[src/rtl/uart_rx_deframer.sv]
// 8N1 UART receiver: synchronises rx_i, samples each bit at mid-bit, and holds the
// received byte in a one-entry valid/ready output register with frame-error and overrun flags.
module uart_rx_deframer #(
  parameter int CLKS_PER_BIT = 5,
  parameter int DATA_BITS    = 8,
  parameter int SYNC_STAGES  = 2
) (
  input  logic                 clk,
  input  logic                 reset,
  input  logic                 rx_i,
  input  logic                 rx_en_i,
  input  logic                 clr_err_i,
  output logic [DATA_BITS-1:0] data_o,
  output logic                 valid_o,
  input  logic                 ready_i,
  output logic                 frame_err_o,
  output logic                 overrun_o,
  output logic                 busy_o,
  output logic [1:0]           dbg_state_o
);

  localparam int CW = $clog2(CLKS_PER_BIT);
  localparam int BW = $clog2(DATA_BITS + 1);

  localparam logic [CW-1:0] HALF_C   = CW'(CLKS_PER_BIT / 2);
  localparam logic [CW-1:0] CPB_M1   = CW'(CLKS_PER_BIT - 1);
  localparam logic [BW-1:0] BIT_LAST = BW'(DATA_BITS - 1);

  localparam logic [1:0] IDLE  = 2'd0;
  localparam logic [1:0] START = 2'd1;
  localparam logic [1:0] DATA  = 2'd2;
  localparam logic [1:0] STOP  = 2'd3;

  logic [SYNC_STAGES-1:0] sync_q;
  logic                   rx_s;
  logic                   rx_prev;
  logic                   fall;

  logic [1:0]             state, state_n;
  logic [CW-1:0]          clk_cnt, clk_n;
  logic [BW-1:0]          bit_cnt, bit_n;
  logic [DATA_BITS-1:0]   shift_reg, shift_n;
  logic                   rxdone;
  logic                   ferr_n;

  assign rx_s        = sync_q[SYNC_STAGES-1];
  assign fall        = !rx_s && rx_prev;
  assign dbg_state_o = state;

  always_ff @(posedge clk) begin
    if (reset) begin
      sync_q  <= '1;
      rx_prev <= 1'b1;
    end else begin
      sync_q  <= {sync_q[SYNC_STAGES-2:0], rx_i};
      rx_prev <= rx_s;
    end
  end

  always_comb begin
    state_n = state;
    clk_n   = clk_cnt;
    bit_n   = bit_cnt;
    shift_n = shift_reg;
    rxdone  = 1'b0;
    ferr_n  = 1'b0;
    case (state)
      IDLE: begin
        if (rx_en_i && fall) begin
          state_n = START;
          clk_n   = '0;
        end
      end
      START: begin
        if (clk_cnt == HALF_C) begin
          clk_n = '0;
          if (!rx_s) begin
            state_n = DATA;
            bit_n   = '0;
          end else begin
            state_n = IDLE;
          end
        end else begin
          clk_n = clk_cnt + 1'b1;
        end
      end
      DATA: begin
        if (clk_cnt == CPB_M1) begin
          clk_n   = '0;
          shift_n = {rx_s, shift_reg[DATA_BITS-1:1]};
          bit_n   = bit_cnt + 1'b1;
          if (bit_cnt == BIT_LAST) state_n = STOP;
        end else begin
          clk_n = clk_cnt + 1'b1;
        end
      end
      STOP: begin
        if (clk_cnt == CPB_M1) begin
          clk_n   = '0;
          state_n = IDLE;
          if (rx_s) rxdone = 1'b1;
          else      ferr_n = 1'b1;
        end else begin
          clk_n = clk_cnt + 1'b1;
        end
      end
      default: state_n = IDLE;
    endcase
    // Disabling the receiver abandons any partial frame silently.
    if (!rx_en_i) begin
      state_n = IDLE;
      clk_n   = '0;
      rxdone  = 1'b0;
      ferr_n  = 1'b0;
    end
  end

  always_ff @(posedge clk) begin
    if (reset) begin
      state       <= IDLE;
      clk_cnt     <= '0;
      bit_cnt     <= '0;
      shift_reg   <= '0;
      busy_o      <= 1'b0;
      frame_err_o <= 1'b0;
    end else begin
      state       <= state_n;
      clk_cnt     <= clk_n;
      bit_cnt     <= bit_n;
      shift_reg   <= shift_n;
      busy_o      <= (state_n != IDLE);
      frame_err_o <= ferr_n;
    end
  end

  // Handshake: a byte transfers on any posedge where valid_o && ready_i; data_o is
  // stable while valid_o=1, and a new byte arriving into a full, stalled register is dropped.
  always_ff @(posedge clk) begin
    if (reset) begin
      data_o    <= '0;
      valid_o   <= 1'b0;
      overrun_o <= 1'b0;
    end else begin
      if (rxdone) begin
        if (!valid_o || ready_i) begin
          data_o  <= shift_reg;
          valid_o <= 1'b1;
        end
      end else if (valid_o && ready_i) begin
        valid_o <= 1'b0;
      end
      if (rxdone && valid_o && !ready_i) overrun_o <= 1'b1;
      else if (clr_err_i)                overrun_o <= 1'b0;
    end
  end

endmodule

[config.mk]
export PLATFORM = sky130hd
export DESIGN_NAME = uart_rx_deframer
export DESIGN_NICKNAME = d
export VERILOG_FILES = /design/src/rtl/uart_rx_deframer.sv
export SDC_FILE = /design/constraint.sdc
export NUM_CORES = 1
export LEC_CHECK = 0
export CAP_MARGIN = 20
export CORE_MARGIN = 5
export CORE_UTILIZATION = 52
export CTS_CLUSTER_DIAMETER = 50
export CTS_CLUSTER_SIZE = 12
export DETAILED_ROUTE_END_ITERATION = 8
export MAX_ROUTING_LAYER = met4
export PLACE_DENSITY_LB_ADDON = 0.25
export SETUP_SLACK_MARGIN = 0.2
export SYNTH_ARGS = -nofsm -noshare
export SYNTH_HDL_FRONTEND = slang
export SYNTH_SLANG_ARGS = --single-unit
[constraint.sdc]
create_clock -name clk -period 2.4 [get_ports clk]
set_clock_uncertainty 0.15 [all_clocks]
set_input_delay 0.48 -clock clk [delete_from_list [all_inputs] [get_ports clk]]
set_output_delay 0.48 -clock clk [all_outputs]
set_load 0.02 [all_outputs]
==> run_results.csv <==
group,metric,value,unit
outcome,status,"finished clean",
global_routing,grt_max_degree,26,
timing,grt_setup_unrepaired,"false",
drt,routedWlPerCell,13.21,µm
synth,async_flop_share,0,%
critical_path,crit_buf_inv,1,
worst_hold_path,hold_end,"sync_q[1]$_SDFF_PP1_",
critical_path,ff2ff_setup_slack,0.52,ns
layout,fin_cells,195,
drt,drt-pass1-iter-count,4,
pwr,p_total,0.0008998,W
pwr,p_sw_share,20.69,%
critical_path,worstSetupStartpointType,"flop",
drt,first_iter_violations,36,
critical_path,cp.required,1.77,ns
global_routing,overflow,0,
layout,seq_area,643.1,µm²
layout,nFillCells,207,
synth,synth-edff-count,0,
worst_hold_path,hold_path_depth,1,
critical_path,crit_path_end_kind,"output port",
synth,synthTopCellsByArea,"dfxtp_1 48%, mux2i_1 6.8%, nand2_1 6.0%",
drt,wl_met2,1.184,mm
pwr,power.density,564.5,nW/µm²
synth,synth.distinct_cells,34,
global_routing,grt_usage,16.73,%
clock_network,ctsLongestPathBuffers,2,
floorplanning,die-area,3652,µm²
worst_hold_path,min_from,"sync_q[0]$_SDFF_PP1_",
synth,ys.flop_type,"dfxtp_1",
timing,hold_ws,0.2643,ns
clock_network,insertion_delay,0.33,ns
placement,dp_cells,188,
critical_path,critPathArrivalTime,1.43,ns
layout,antennaDiodeCount,0,
layout,drive_gt1_share,10.91,%
pwr,seq_power_share,59.6,%
critical_path,r2r_cells,6,
timing,period_share,85.88,%
clock_network,cts_made_buffers,5,
drt,wl,2.576,mm
floorplanning,num_rows,18,
critical_path,crit_path_max_fanout,12,
timing,timing.final.ws_setup,0.3389,ns
drt,via_per_inst,5.226,
critical_path,crit_start,"dbg_state_o[1]$_SDFF_PP0_",
placement,port_buffers,19,
timing,worst_pin_slew,0.4214,ns
floorplanning,initial_utilization,53.87,%
floorplanning,die_y,60.43,µm
global_routing,grt_pass1_vias,1006,
clock_network,root_buffer,"clkbuf_4",
flow_run,drv_cap,0,
synth,yosysSeqAreaShare,48.44,%
synth,yosys_register_bits,32,
clock_network,path_clk_slew,0.10,ns
synth,synth_top_area_share,48.44,%
drt,highest_layer,"met4",
clock_network,numClockSinks,32,
timing,setup_violations,0,
drt,drcViolationCount,0,
placement,dp_worst_setup_slack,0.2855,ns
drt,dr_total_vias,1019,
layout,multi_input_area,624.3,µm²
clock_network,cts_tree,"done",
synth,syn-cell-area,1323,µm²
floorplanning,boundaryPins,20,
critical_path,path_cells,"clkdlybuf4s50_1",
floorplanning,dieWidth,60.43,µm
timing,report.final.slew_viol_count,0,
pwr,p_leak,0.5362,nW
critical_path,crit_type,"flop to output port",
timing,period_needed,2.061,ns
global_routing,antenna_found_initial,0,
synth,synth_top_cell_by_area,"dfxtp_1",
synth,syn-num-nets,154,
clock_network,post-cts-setup-buffers,0,
layout,area_growth,20.53,%
timing,tns,0,ns
timing,slew_headroom,71.88,%
critical_path,slowest_delay,0.64,ns
clock_network,htree_levels,2,
timing,final-hold-violation-count,0,
critical_path,r2r_end,"bit_cnt[3]$_SDFFE_PP0P_",
synth,syn-instance-count,144,
critical_path,critPathSlowestCell,"clkdlybuf4s50_1",
pwr,power_frac_clock,37.3,%
pwr,power.switching,0.0001862,W
global_routing,grt_first_pass_wirelength,4.291,mm
worst_hold_path,hold_path_class,"flop to flop",
drt,route.met3.wl,147,µm
floorplanning,core_area,2455,µm²
critical_path,reg2reg_from,"clk_cnt[0]$_SDFFE_PP0P_",
drt,final_antenna_net_count,0,
synth,ys_warn_count,0,
pwr,ir_drop,0.0004181,V
synth,syn_avg_cell_area,9.184,µm²
layout,nNetsFinal,175,
placement,place.gp.congestion,0.8159,
drt,met1_length,1.209,mm
critical_path,path_delay_family,"buffers and inverters",
pwr,p_int,0.0007136,W
timing,max_freq,485.2,MHz
placement,dp_hpwl,1.836,mm
pwr,combPwrFrac,3.2,%
[Yosys cell counts (all sizes together), types with 4 or more instances]
master and count:
dfxtp 32, nand2 21, a21oi 14, nor2 12, mux2i 9, inv 5, nand3 5, nor3 5
or2 5, clkbuf 4, ha 4, nand2b 4
[per-layer routing]
layer	GRT usage [%]	vias up
li1	-	529
met1	19.74	460
met2	24.23	26
met3	6.809	4
met4	8.978	0
met5	-	-
[placed cells by master (no fill, tap or decap), types with 3 or more instances in the layout]
cell type | netlist | layout
a21oi_1 | 14 | 14
clkdlybuf4s50_1 | 0 | 19
inv_1 | 5 | 5
nor2_1 | 12 | 12
nand2_1 | 21 | 21
dfxtp_1 | 32 | 30
nand3_1 | 4 | 4
ha_1 | 4 | 4
nor3_1 | 4 | 4
mux2i_1 | 9 | 9
or2_2 | 4 | 4
nand2b_1 | 3 | 3
clkbuf_4 | 0 | 5
nor2b_1 | 3 | 3
[kinds of logic (layout without fill, tap and decap cells)]
family,Yosys count,after routing,share of synthesized area (%)
DFF,32,32,48.44
AOI/OAI and AO/OA,23,23,10.50
muxes,9,9,6.812
and+or+nand+nor,62,62,24.79
adders and majority gates,4,4,3.784
buffers and inverters,12,33,4.352
xor gates and xnor gates,2,2,1.325
[power by group through the flow]
stage / sequential [W] / clock (W) / combinational (W)
after CTS: 0.000536 / 0.000349 / 0.0000287
after global placement: 0.000548 / 0 / 0.0000284
after global routing: 0.000537 / 0.000377 / 0.0000311
final: 0.000536 / 0.000335 / 0.0000285
after detailed placement: 0.000548 / 0 / 0.0000285
after floorplan: 0.000548 / 0 / 0.0000148
[final cells by class]
cell class	count	share of cell area (%)
inverters	5	1.177
well taps	30	2.355
clock buffers	7	4.082
flip-flops and latches	32	40.35
multi-input cells	100	39.17
repair buffers	21	12.87
[how the worst max path moves through the flow]
stage / slack (ns) / to / cells past startpoint
after floorplan: 0.73 / data_o[0]$_SDFFE_PP0P_ / 6
after global placement: 0.35 / data_o[0]$_SDFFE_PP0P_ / 6
after detailed placement: 0.29 / data_o[1]$_SDFFE_PP0P_ / 6
after CTS: 0.24 / dbg_state_o[0] / 1
after global routing: 0.28 / dbg_state_o[1] / 1
final: 0.34 / dbg_state_o[1] / 1
[timing repair]
action | CTS | global route
hold buffers | 0 | 0
setup endpoints to repair | 1 | 1
resized for setup | 1 | 1
[per-stage QoR]
stage / area, µm² / utilization [%]
CTS: 1593 / 64.88
detailed placement: 1526 / 62.18
global placement: 1526 / 62.18
floorplan: 1323 / -
global route: 1594 / 64.93
finish: 1594 / 64.93
Note: power is estimated with default switching activity, not from simulation.
